`config.mk`:
```
export PLATFORM = sky130hd
export DESIGN_NAME = usbdev_out_pkt_writer
export DESIGN_NICKNAME = d
export VERILOG_FILES = /design/src/rtl/usbdev_out_pkt_writer.sv
export SDC_FILE = /design/constraint.sdc
export NUM_CORES = 1
export LEC_CHECK = 0
export ABC_AREA = 1
export ABC_CLOCK_PERIOD_IN_PS = 2200
export CORE_ASPECT_RATIO = 0.9
export CORE_MARGIN = 10
export CORE_UTILIZATION = 45
export DETAILED_ROUTE_END_ITERATION = 6
export PLACE_DENSITY = 0.7
export SLEW_MARGIN = 20
export SYNTH_ARGS = -nofsm -noshare
export SYNTH_HDL_FRONTEND = slang
export SYNTH_SLANG_ARGS = --single-unit
```
`constraint.sdc`:
```
create_clock -name clk_48mhz_i -period 2.2 [get_ports clk_48mhz_i]
set_input_delay 0.66 -clock clk_48mhz_i [delete_from_list [all_inputs] [get_ports clk_48mhz_i]]
set_output_delay 0.66 -clock clk_48mhz_i [all_outputs]
set_load 0.1 [all_outputs]
```
`src/rtl/usbdev_out_pkt_writer.sv`:
```
// OUT packet writer: claims a free buffer, packs received bytes into 32-bit SRAM
// words and commits an RX descriptor on ACK, discarding the packet on rollback.
module usbdev_out_pkt_writer #(
    parameter int unsigned NumOutEps      = 2,
    parameter int unsigned MaxPktSizeByte = 64,
    parameter int unsigned BufW           = 5,
    parameter int unsigned SramAw         = 9,
    localparam int unsigned SizeW         = $clog2(MaxPktSizeByte) + 1
) (
    input  logic                          clk_48mhz_i,
    input  logic                          rst_ni,
    input  logic                          link_reset_i,
    input  logic [3:0]                    out_ep_current_i,
    input  logic                          out_ep_newpkt_i,
    input  logic                          out_ep_data_put_i,
    input  logic [7:0]                    out_ep_data_i,
    input  logic                          out_ep_acked_i,
    input  logic                          out_ep_rollback_i,
    input  logic [NumOutEps-1:0]          out_ep_setup_i,
    input  logic [NumOutEps-1:0]          rx_enable_i,
    output logic [NumOutEps-1:0]          out_ep_full_o,
    input  logic                          av_valid_i,
    input  logic [BufW-1:0]               av_buffer_i,
    output logic                          av_rready_o,
    output logic                          rx_wvalid_o,
    input  logic                          rx_wready_i,
    output logic [1+4+SizeW+BufW-1:0]     rx_wdata_o,
    output logic                          mem_req_o,
    input  logic                          mem_gnt_i,
    output logic [SramAw-1:0]             mem_addr_o,
    output logic [31:0]                   mem_wdata_o
);

    localparam int unsigned IdxW     = $clog2(MaxPktSizeByte / 4);
    localparam int unsigned NumWords = MaxPktSizeByte / 4;
    localparam int unsigned MaxCnt   = MaxPktSizeByte + 2;
    localparam int unsigned EpSelW   = (NumOutEps > 1) ? $clog2(NumOutEps) : 1;
    localparam int unsigned DescW    = 1 + 4 + SizeW + BufW;

    localparam logic [1:0] StIdle    = 2'd0;
    localparam logic [1:0] StCollect = 2'd1;
    localparam logic [1:0] StFlush   = 2'd2;
    localparam logic [1:0] StCommit  = 2'd3;

    logic [1:0]        state_q, state_d;
    logic [BufW-1:0]   buf_q, buf_d;
    logic [3:0]        ep_q, ep_d;
    logic [SizeW-1:0]  byte_cnt_q, byte_cnt_d;
    logic [31:0]       word_q, word_d;
    logic              flush_sent_q, flush_sent_d;
    logic              mem_req_q, mem_req_d;
    logic [SramAw-1:0] mem_addr_q, mem_addr_d;
    logic [31:0]       mem_wdata_q, mem_wdata_d;
    logic              rx_wvalid_q, rx_wvalid_d;
    logic [DescW-1:0]  rx_wdata_q, rx_wdata_d;

    logic [1:0]        lane;
    logic              idx_in_range;
    logic [SramAw-1:0] wr_addr;
    logic [SizeW-1:0]  pkt_size;
    logic              setup_sel;

    assign lane         = byte_cnt_q[1:0];
    assign idx_in_range = byte_cnt_q[SizeW-1:2] < (SizeW-2)'(NumWords);
    assign wr_addr      = SramAw'({buf_q, byte_cnt_q[IdxW+1:2]});
    // Byte count includes the two CRC16 bytes; they never count toward the size.
    assign pkt_size     = (byte_cnt_q >= SizeW'(2)) ? byte_cnt_q - SizeW'(2) : '0;

    always_comb begin
        setup_sel = 1'b0;
        if (ep_q < 4'(NumOutEps)) setup_sel = out_ep_setup_i[ep_q[EpSelW-1:0]];
    end

    assign out_ep_full_o = ~rx_enable_i |
                           {NumOutEps{~rx_wready_i | ((state_q == StIdle) & ~av_valid_i)}};

    // RX push: rx_wvalid_o holds with stable rx_wdata_o until rx_wready_i; the
    // transfer happens in that cycle, and the buffer is popped in the same cycle.
    assign rx_wvalid_o = rx_wvalid_q;
    assign rx_wdata_o  = rx_wdata_q;
    assign av_rready_o = rx_wvalid_q & rx_wready_i;
    assign mem_req_o   = mem_req_q;
    assign mem_addr_o  = mem_addr_q;
    assign mem_wdata_o = mem_wdata_q;

    always_comb begin
        state_d      = state_q;
        buf_d        = buf_q;
        ep_d         = ep_q;
        byte_cnt_d   = byte_cnt_q;
        word_d       = word_q;
        flush_sent_d = flush_sent_q;
        mem_req_d    = mem_req_q & ~mem_gnt_i;
        mem_addr_d   = mem_addr_q;
        mem_wdata_d  = mem_wdata_q;
        rx_wvalid_d  = rx_wvalid_q;
        rx_wdata_d   = rx_wdata_q;

        if (link_reset_i) begin
            state_d      = StIdle;
            flush_sent_d = 1'b0;
            rx_wvalid_d  = 1'b0;
        end else begin
            case (state_q)
                StIdle: begin
                    if (out_ep_newpkt_i && av_valid_i) begin
                        state_d    = StCollect;
                        buf_d      = av_buffer_i;
                        ep_d       = out_ep_current_i;
                        byte_cnt_d = '0;
                    end
                end
                StCollect: begin
                    if (out_ep_newpkt_i) begin
                        // Previous transaction timed out silently: start over.
                        state_d    = av_valid_i ? StCollect : StIdle;
                        buf_d      = av_buffer_i;
                        ep_d       = out_ep_current_i;
                        byte_cnt_d = '0;
                    end else if (out_ep_rollback_i) begin
                        state_d = StIdle;
                    end else if (out_ep_acked_i) begin
                        flush_sent_d = 1'b0;
                        state_d      = (lane != 2'd0 && idx_in_range) ? StFlush : StCommit;
                    end else if (out_ep_data_put_i) begin
                        byte_cnt_d = (byte_cnt_q == SizeW'(MaxCnt)) ? byte_cnt_q
                                                                    : byte_cnt_q + SizeW'(1);
                        case (lane)
                            2'd0:    word_d = {24'h0, out_ep_data_i};
                            2'd1:    word_d[15:8]  = out_ep_data_i;
                            2'd2:    word_d[23:16] = out_ep_data_i;
                            default: word_d[31:24] = out_ep_data_i;
                        endcase
                        if (lane == 2'd3 && idx_in_range) begin
                            mem_req_d   = 1'b1;
                            mem_addr_d  = wr_addr;
                            mem_wdata_d = {out_ep_data_i, word_q[23:0]};
                        end
                    end
                end
                StFlush: begin
                    if (!flush_sent_q) begin
                        if (!mem_req_d) begin
                            mem_req_d    = 1'b1;
                            mem_addr_d   = wr_addr;
                            mem_wdata_d  = word_q;
                            flush_sent_d = 1'b1;
                        end
                    end else if (mem_gnt_i) begin
                        state_d      = StCommit;
                        flush_sent_d = 1'b0;
                    end
                end
                default: begin
                    if (rx_wvalid_q && rx_wready_i) begin
                        state_d     = StIdle;
                        rx_wvalid_d = 1'b0;
                    end
                end
            endcase

            // Descriptor is raised only once no SRAM write is outstanding.
            if (state_d == StCommit && !rx_wvalid_q && !mem_req_d) begin
                rx_wvalid_d = 1'b1;
                rx_wdata_d  = {setup_sel, ep_q, pkt_size, buf_q};
            end
        end
    end

    always_ff @(posedge clk_48mhz_i or negedge rst_ni) begin
        if (!rst_ni) begin
            state_q      <= StIdle;
            buf_q        <= '0;
            ep_q         <= '0;
            byte_cnt_q   <= '0;
            word_q       <= '0;
            flush_sent_q <= 1'b0;
            mem_req_q    <= 1'b0;
            mem_addr_q   <= '0;
            mem_wdata_q  <= '0;
            rx_wvalid_q  <= 1'b0;
            rx_wdata_q   <= '0;
        end else begin
            state_q      <= state_d;
            buf_q        <= buf_d;
            ep_q         <= ep_d;
            byte_cnt_q   <= byte_cnt_d;
            word_q       <= word_d;
            flush_sent_q <= flush_sent_d;
            mem_req_q    <= mem_req_d;
            mem_addr_q   <= mem_addr_d;
            mem_wdata_q  <= mem_wdata_d;
            rx_wvalid_q  <= rx_wvalid_d;
            rx_wdata_q   <= rx_wdata_d;
        end
    end

endmodule
```
==> results of run 1 <==
-- worst max path at each step --
stage | end | slack, ns
5_1_grt | rx_wdata_o[3]$_DFFE_PN0P_ | 0.03
2_1_floorplan | rx_wdata_o[10]$_DFFE_PN0P_ | 0.003
3_5_place_dp | rx_wdata_o[11]$_DFFE_PN0P_ | -0.30
3_3_place_gp | out_ep_full_o[1] | -0.22
6_report | out_ep_full_o[0] | 0.10
4_1_cts | rx_wdata_o[11]$_DFFE_PN0P_ | 0.02
-- report_power, final --
part,internal (mW),total (mW),switching (mW)
clock network,1.15,1.91,0.753
logic,1.24,4.91,3.67
registers,2.66,3.07,0.412
-- routing by layer --
metal,part of all wire,GRT usage
met5,0,0
met4,0.0067,0.0313
met3,0.055,0.0493
met2,0.47,0.268
met1,0.47,0.198
-- registers in the layout (all words and copies together), names as in the netlist --
signal,flops
rx_wvalid_o,1
mem_wdata_o,32
mem_req_o,1
ep_q,4
flush_sent_q,1
word_q,32
state_q,2
mem_addr_o,9
buf_q,5
rx_wdata_o,17
byte_cnt_q,7
-- cell usage after synthesis, drive strengths merged, types with 5 or more instances --
cell,number
clkbuf,7
nand2,153
o21ai,101
dfrtp,111
ha,10
xor2,5
a21oi,11
inv,71
buf,14
nor3,6
nor2,22
nand3,33
o22ai,8
-- worst register-to-register path, delay by kind of cell, from the launching register on --
kind / cells / cell delay [ns]
flip-flops: 1 / 0.49
AND/OR/NAND/NOR: 9 / 1.01
buffers and inverters: 2 / 0.26
adder cells (fa/ha/maj): 1 / 0.19
-- cell families (layout without fill, tap and decap cells) --
| logic type | Yosys count | in the layout | synth area share |
|---|---|---|---|
| mux | 5 | 5 | 0.0110 |
| other cells | 0 | 1 | 0 |
| simple gates | 220 | 221 | 0.195 |
| xor+xnor | 5 | 5 | 0.00873 |
| compound gates | 123 | 123 | 0.129 |
| fa+ha+maj | 10 | 10 | 0.0249 |
| buf+inv | 93 | 212 | 0.0776 |
| flops | 111 | 111 | 0.554 |
-- timing repair --
item / in CTS / in global routing
hold buffers: 0 / 0
setup endpoints to repair: 3 / 65
setup buffers: 0 / 1
endpoints found under the hold margin: 0 / 0
gates resized for setup: 9 / 8
pin swaps: 2 / 1
cloned: 0 / 1
-- cell type report --
cell class	instances	area, um2
Multi-Input combinational cell	364	1920
Antenna cell	1	2.50
Fill cell	927	3900
Tap cell	152	190
Clock buffer	10	239
Clock inverter	6	115
Inverter	72	279
Sequential cell	111	2780
Timing Repair Buffer	124	1430
-- stage by stage --
step / worst slack [ns] / cell area, um2 / utilization
2_1_floorplan: 0.00290 / 5040 / -
3_3_place_gp: -0.224 / 6540 / 0.602
3_5_place_dp: -0.301 / 6540 / 0.602
4_1_cts: 0.0208 / 6920 / 0.637
5_1_grt: 0.0285 / 6960 / 0.641
6_report: 0.101 / 6960 / 0.641
==> run metrics, run 1 <==
core footprint=0.0109 mm2; CP required=1.54 ns; Fin Clk Skew=0.00886 ns; Min Hold Slack=0.366 ns; IO Pins=between 90 and 100; total placed cells including tap cells=approximately 800; #FFs+latches synth=between 100 and 150; Final Non-Filler Cells=840; initial antenna violation count=1; worst r2r path cells=12; DRC violations left=0; routability cong.=0.860; Worst path depth=5; worst hold path class=primary input to asynchronous set/reset pin; RSZ-0062 raised after global routing=no; Max Freq=0.476 GHz; CP Cell Sequence=inv_2, ha_4, a21boi_4, nand2_2, buf_12; CTS Root Cell=clkbuf_16; gr usage total=0.159; library cells used by synthesis=38; P_leak=3.51 nW; leading cell type in the layout, fill and taps excluded=nand2_1; worst r2r dst=rx_wdata_o[2]$_DFFE_PN0P_; DPL Wire Length=8.88 mm; TritonCTS Buffers=9; synth warn=0; DR vias=about 4000; die width=approximately 130 um; Mapped Area=between 0.005 and 0.006 mm2; CP Capture Type=output pin; die height=120 um; top cells by area, synth=dfrtp_1, nand2_1, o21ai_0; GRT overflow=0; critical path class=register to output pin; Nets=723; die area=0.0158 mm2; Syn Area/Cell=~9 um2; WL per Instance=around 15 um; post-synthesis sequential area ratio=0.554; vias per cell=4.87; post-synth top area cell=dfrtp_1; IO Port Bufs=93; PwrDens=between 1000 and 1500 mW/mm2; Async SR Flop Fraction=1.00; Pins Over Slew Limit=0; share of layout cells above drive strength 1=0.214; Fin. Hold Viols=0; largest net degree at the start of global routing=112; Worst Tran Pin Value=0.600 ns; final worst path period share=0.954; Clock Sinks=111; worst stage delay on the critical path=0.38 ns; CTS Buffer Depth=2; first-pass GRT wire length=21.1 mm; CTS tree=yes; Post-synth EDFFs=0; main flop type after synthesis=dfrtp_1; synthesized instance count=567; synthesized net count=608; Skew-Pair Late Insertion Delay=0.34 ns; Slew headroom=0.600; final WL=12.3 mm; worst reg-to-reg setup slack=0.21 ns; Starting Density=0.462; startpoint types=register; min cycle time layout=roughly 2.1 ns; Final Setup Violations=0; FF-to-FF Start=byte_cnt_q[0]$_DFFE_PN0P_; DRT iter0 DRCs=roughly 340; H-tree Lvls=3; drt pass-1 iters=5; Setup TNS Final=0 ns; MaxCap Viol Count=0; Routed Antenna Nets=0; number of global-route vias before repair=4323; Crit path arrival time=between 1 and 1.5 ns; final total power=9.88 mW; Top delay family on crit path=flip-flops; most frequent cells in the layout=nand2_1, dfrtp_1, o21ai_0; std cell rows=36; outcome=finished, final reports clean; Max IR drop VDD=944 uV; Buf/Inv on CP=2; slowest CP cell=dfrtp_1; Reg clk slew, reported paths=0.07 ns; crit path max fanout=5; Yosys top cell area share=0.554; P&R area growth vs syn=38.7%; crit path from=state_q[1]$_DFF_PN0_
(Power assumes the default switching activity.)
==> inputs of run 2 (changes only) <==
--- a/config.mk
+++ b/config.mk
@@ -9,9 +9,8 @@
 export ABC_CLOCK_PERIOD_IN_PS = 2200
 export CORE_ASPECT_RATIO = 0.9
 export CORE_MARGIN = 10
-export CORE_UTILIZATION = 45
+export CORE_UTILIZATION = 30
 export DETAILED_ROUTE_END_ITERATION = 6
-export PLACE_DENSITY = 0.7
 export SLEW_MARGIN = 20
 export SYNTH_ARGS = -nofsm -noshare
 export SYNTH_HDL_FRONTEND = slang
==> run 2 against run 1 <==
Compared with the run above: global-route usage decreased by 3.6 points; via count is 3.8% higher; cell area is 3.1% higher; sequential share of layout area is 1.2 points lower; critical path type unchanged; highest routed layer is now met5.
==> run metrics, run 2 (synthesized netlist as in run 1, its figures left out) <==
outcome=finished, final reports clean; Routed Antenna Nets=0 (unchanged); Final Setup Violations=0 (unchanged); Max Freq=0.455 GHz (-4.4%); crit path max fanout=4 (-1); routability cong.=0.854 (-0.77%); GRT overflow=0 (unchanged); Max IR drop VDD=735 uV (-22%); core footprint=0.0163 mm2 (+50%); std cell rows=44 (+22%); critical path class=register to output pin; Internal=5.03 mW (-0.28%); DR vias=4245 (+3.8%); pre-CTS WS=-0.276 ns (+0.0255 ns); Reg power frac=0.315 (+0.004); CTS Root Cell=clkbuf_16; DRC violations left=0 (unchanged); die area=0.0223 mm2 (+41%); MaxCap Viol Count=0 (unchanged); # hold bufs at CTS=0 (unchanged); CTS Buffer Depth=2 (unchanged); Starting Density=0.308 (-0.154); startpoint types=register; Reg clk slew, reported paths=0.07 ns (about the same); P_leak=3.55 nW (+1.3%); Fin Clk Skew=0.00572 ns (-0.00315 ns); vias per cell=4.69 (-3.6%); DRT iter0 DRCs=290 (-16%); Slew headroom=0.635 (+0.0345); switching share of power=0.494 (+0.00472); TritonCTS Buffers=9 (unchanged); min cycle time layout=2.20 ns (+0.0972 ns); Min Hold Slack=0.291 ns (-0.0742 ns); Psw=4.91 mW (+1.6%); gr usage total=0.123 (-0.0358); IO Port Bufs=93 (unchanged); drt pass-1 iters=4 (-1); Nets=734 (+1.5%); share of layout cells above drive strength 1=0.226 (+0.0124); Worst Slack Setup Final=0.00370 ns (-0.0972 ns); CP Capture Type=output pin; Util after Layout=0.440 (-0.201); die width=156 um (+19%); PwrDens=1390 mW/mm2 (-2.4%); diode count=0 (-1); DPL Wire Length=10.1 mm (+14%); P&R area growth vs syn=43.0%; Final Non-Filler Cells=905 (+7.7%); first-pass GRT wire length=22.0 mm (+4.2%); IO Pins=94 (unchanged); Clock Sinks=111 (unchanged); leading cell type in the layout, fill and taps excluded=nand2_1; largest net degree at the start of global routing=43 (-62%); final worst path period share=0.998 (+0.0442); Fin. Hold Viols=0 (unchanged); H-tree Lvls=3 (unchanged); initial antenna violation count=1 (unchanged); CP required=1.54 ns (about the same); Worst Tran Pin Value=0.548 ns (-0.0517 ns); Skew-Pair Late Insertion Delay=0.35 ns (about the same); die height=143 um (+19%); Clk pwr share=0.166 (-0.027); total placed cells including tap cells=880 (+7.2%); WL per Instance=15.1 um (+3.6%); final WL=13.7 mm (+12%); number of global-route vias before repair=4353 (+0.69%); most frequent cells in the layout=nand2_1, dfrtp_1, o21ai_0; RSZ-0062 raised after global routing=yes; CTS tree=yes; Pins Over Slew Limit=0 (unchanged); worst hold path class=primary input to asynchronous set/reset pin; Crit path arrival time=1.54 ns (+0.10 ns); final total power=9.95 mW (+0.65%); logic gate share of total power=0.519 (+0.022)
-- run 2: changes by cell type in the layout (fill, tap and decap cells not counted), moves of 2 or more --
cell and delta:
clkdlybuf4s50_1 +2, o21ai_0 -2, nand3_2 +2, o21ai_1 +2, dlymetal6s2s_1 -2, buf_12 +10
bufinv_16 -2
-- run 2: cell type report --
| class | instances | area (um2) |
|---|---|---|
| fill | 1575 | 9120 |
| sequential | 111 | 2780 |
| multi-input combinational | 366 | 1940 |
| timing repair buffer | 133 | 1620 |
| inverter | 72 | 279 |
| tap | 207 | 259 |
| clock buffer | 11 | 243 |
| clock inverter | 5 | 56.3 |
-- run 2: path summary, 6_finish.rpt --
kind	startpoint	to	cells past startpoint	slack, ns
hold / removal	rst_ni	mem_addr_o[6]$_DFFE_PN0P_	1	0.29
min in group clk_48mhz_i	word_q[1]$_DFFE_PN0P_	mem_wdata_o[1]$_DFFE_PN0P_	2	0.48
setup reg to reg	state_q[1]$_DFF_PN0_	rx_wdata_o[5]$_DFFE_PN0P_	13	0.15
setup / recovery	state_q[1]$_DFF_PN0_	out_ep_full_o[0]	6	0.004
hold reg to reg	word_q[1]$_DFFE_PN0P_	mem_wdata_o[1]$_DFFE_PN0P_	2	0.48
max in group asynchronous	rst_ni	mem_wdata_o[16]$_DFFE_PN0P_	2	1.30
-- run 2: stage by stage --
stage | TNS (ns) | cell area, um2
after floorplan | 0 | 5040
after global placement | -11.32 | 6760
final | 0 | 7180
after global routing | -0.273 | 7180
after detailed placement | -16.40 | 6760
after CTS | -0.00178 | 7100
-- run 2: layer usage --
| layer | vias up | global-route usage | part of all wire | wire length (um) |
|---|---|---|---|---|
| met4 | 2 | 0.0536 | 0.019 | 256 |
| met3 | 23 | 0.0369 | 0.062 | 847 |
| met2 | 86 | 0.199 | 0.48 | 6510 |
| met5 | - | 0 | 0.00095 | 13 |
| li1 | 2080 | - | - | - |
| met1 | 2054 | 0.149 | 0.44 | 6070 |
-- run 2: repair_timing --
item / in CTS / in global routing
setup buffers: 4 / 2
pin swaps: 2 / 5
gates cloned: 0 / 3
endpoints found under the setup margin: 3 / 60
resized for setup: 7 / 11
-- run 2: power by group through the flow --
stage	Clock [mW]	Sequential, mW	Combinational [mW]
after floorplan	0	5.80	0.684
after global placement	0	3.15	5.12
after detailed placement	0	3.17	5.16
after CTS	1.72	3.14	5.18
after global routing	1.78	3.21	5.41
final	1.66	3.13	5.16
-- run 2: worst max-delay path, stage by stage (launching register included) --
cell      delay [ns]
dfrtp_1         0.40
inv_2           0.05
buf_4           0.15
ha_4            0.17
a21boi_4        0.15
nand2_2         0.09
buf_12          0.17
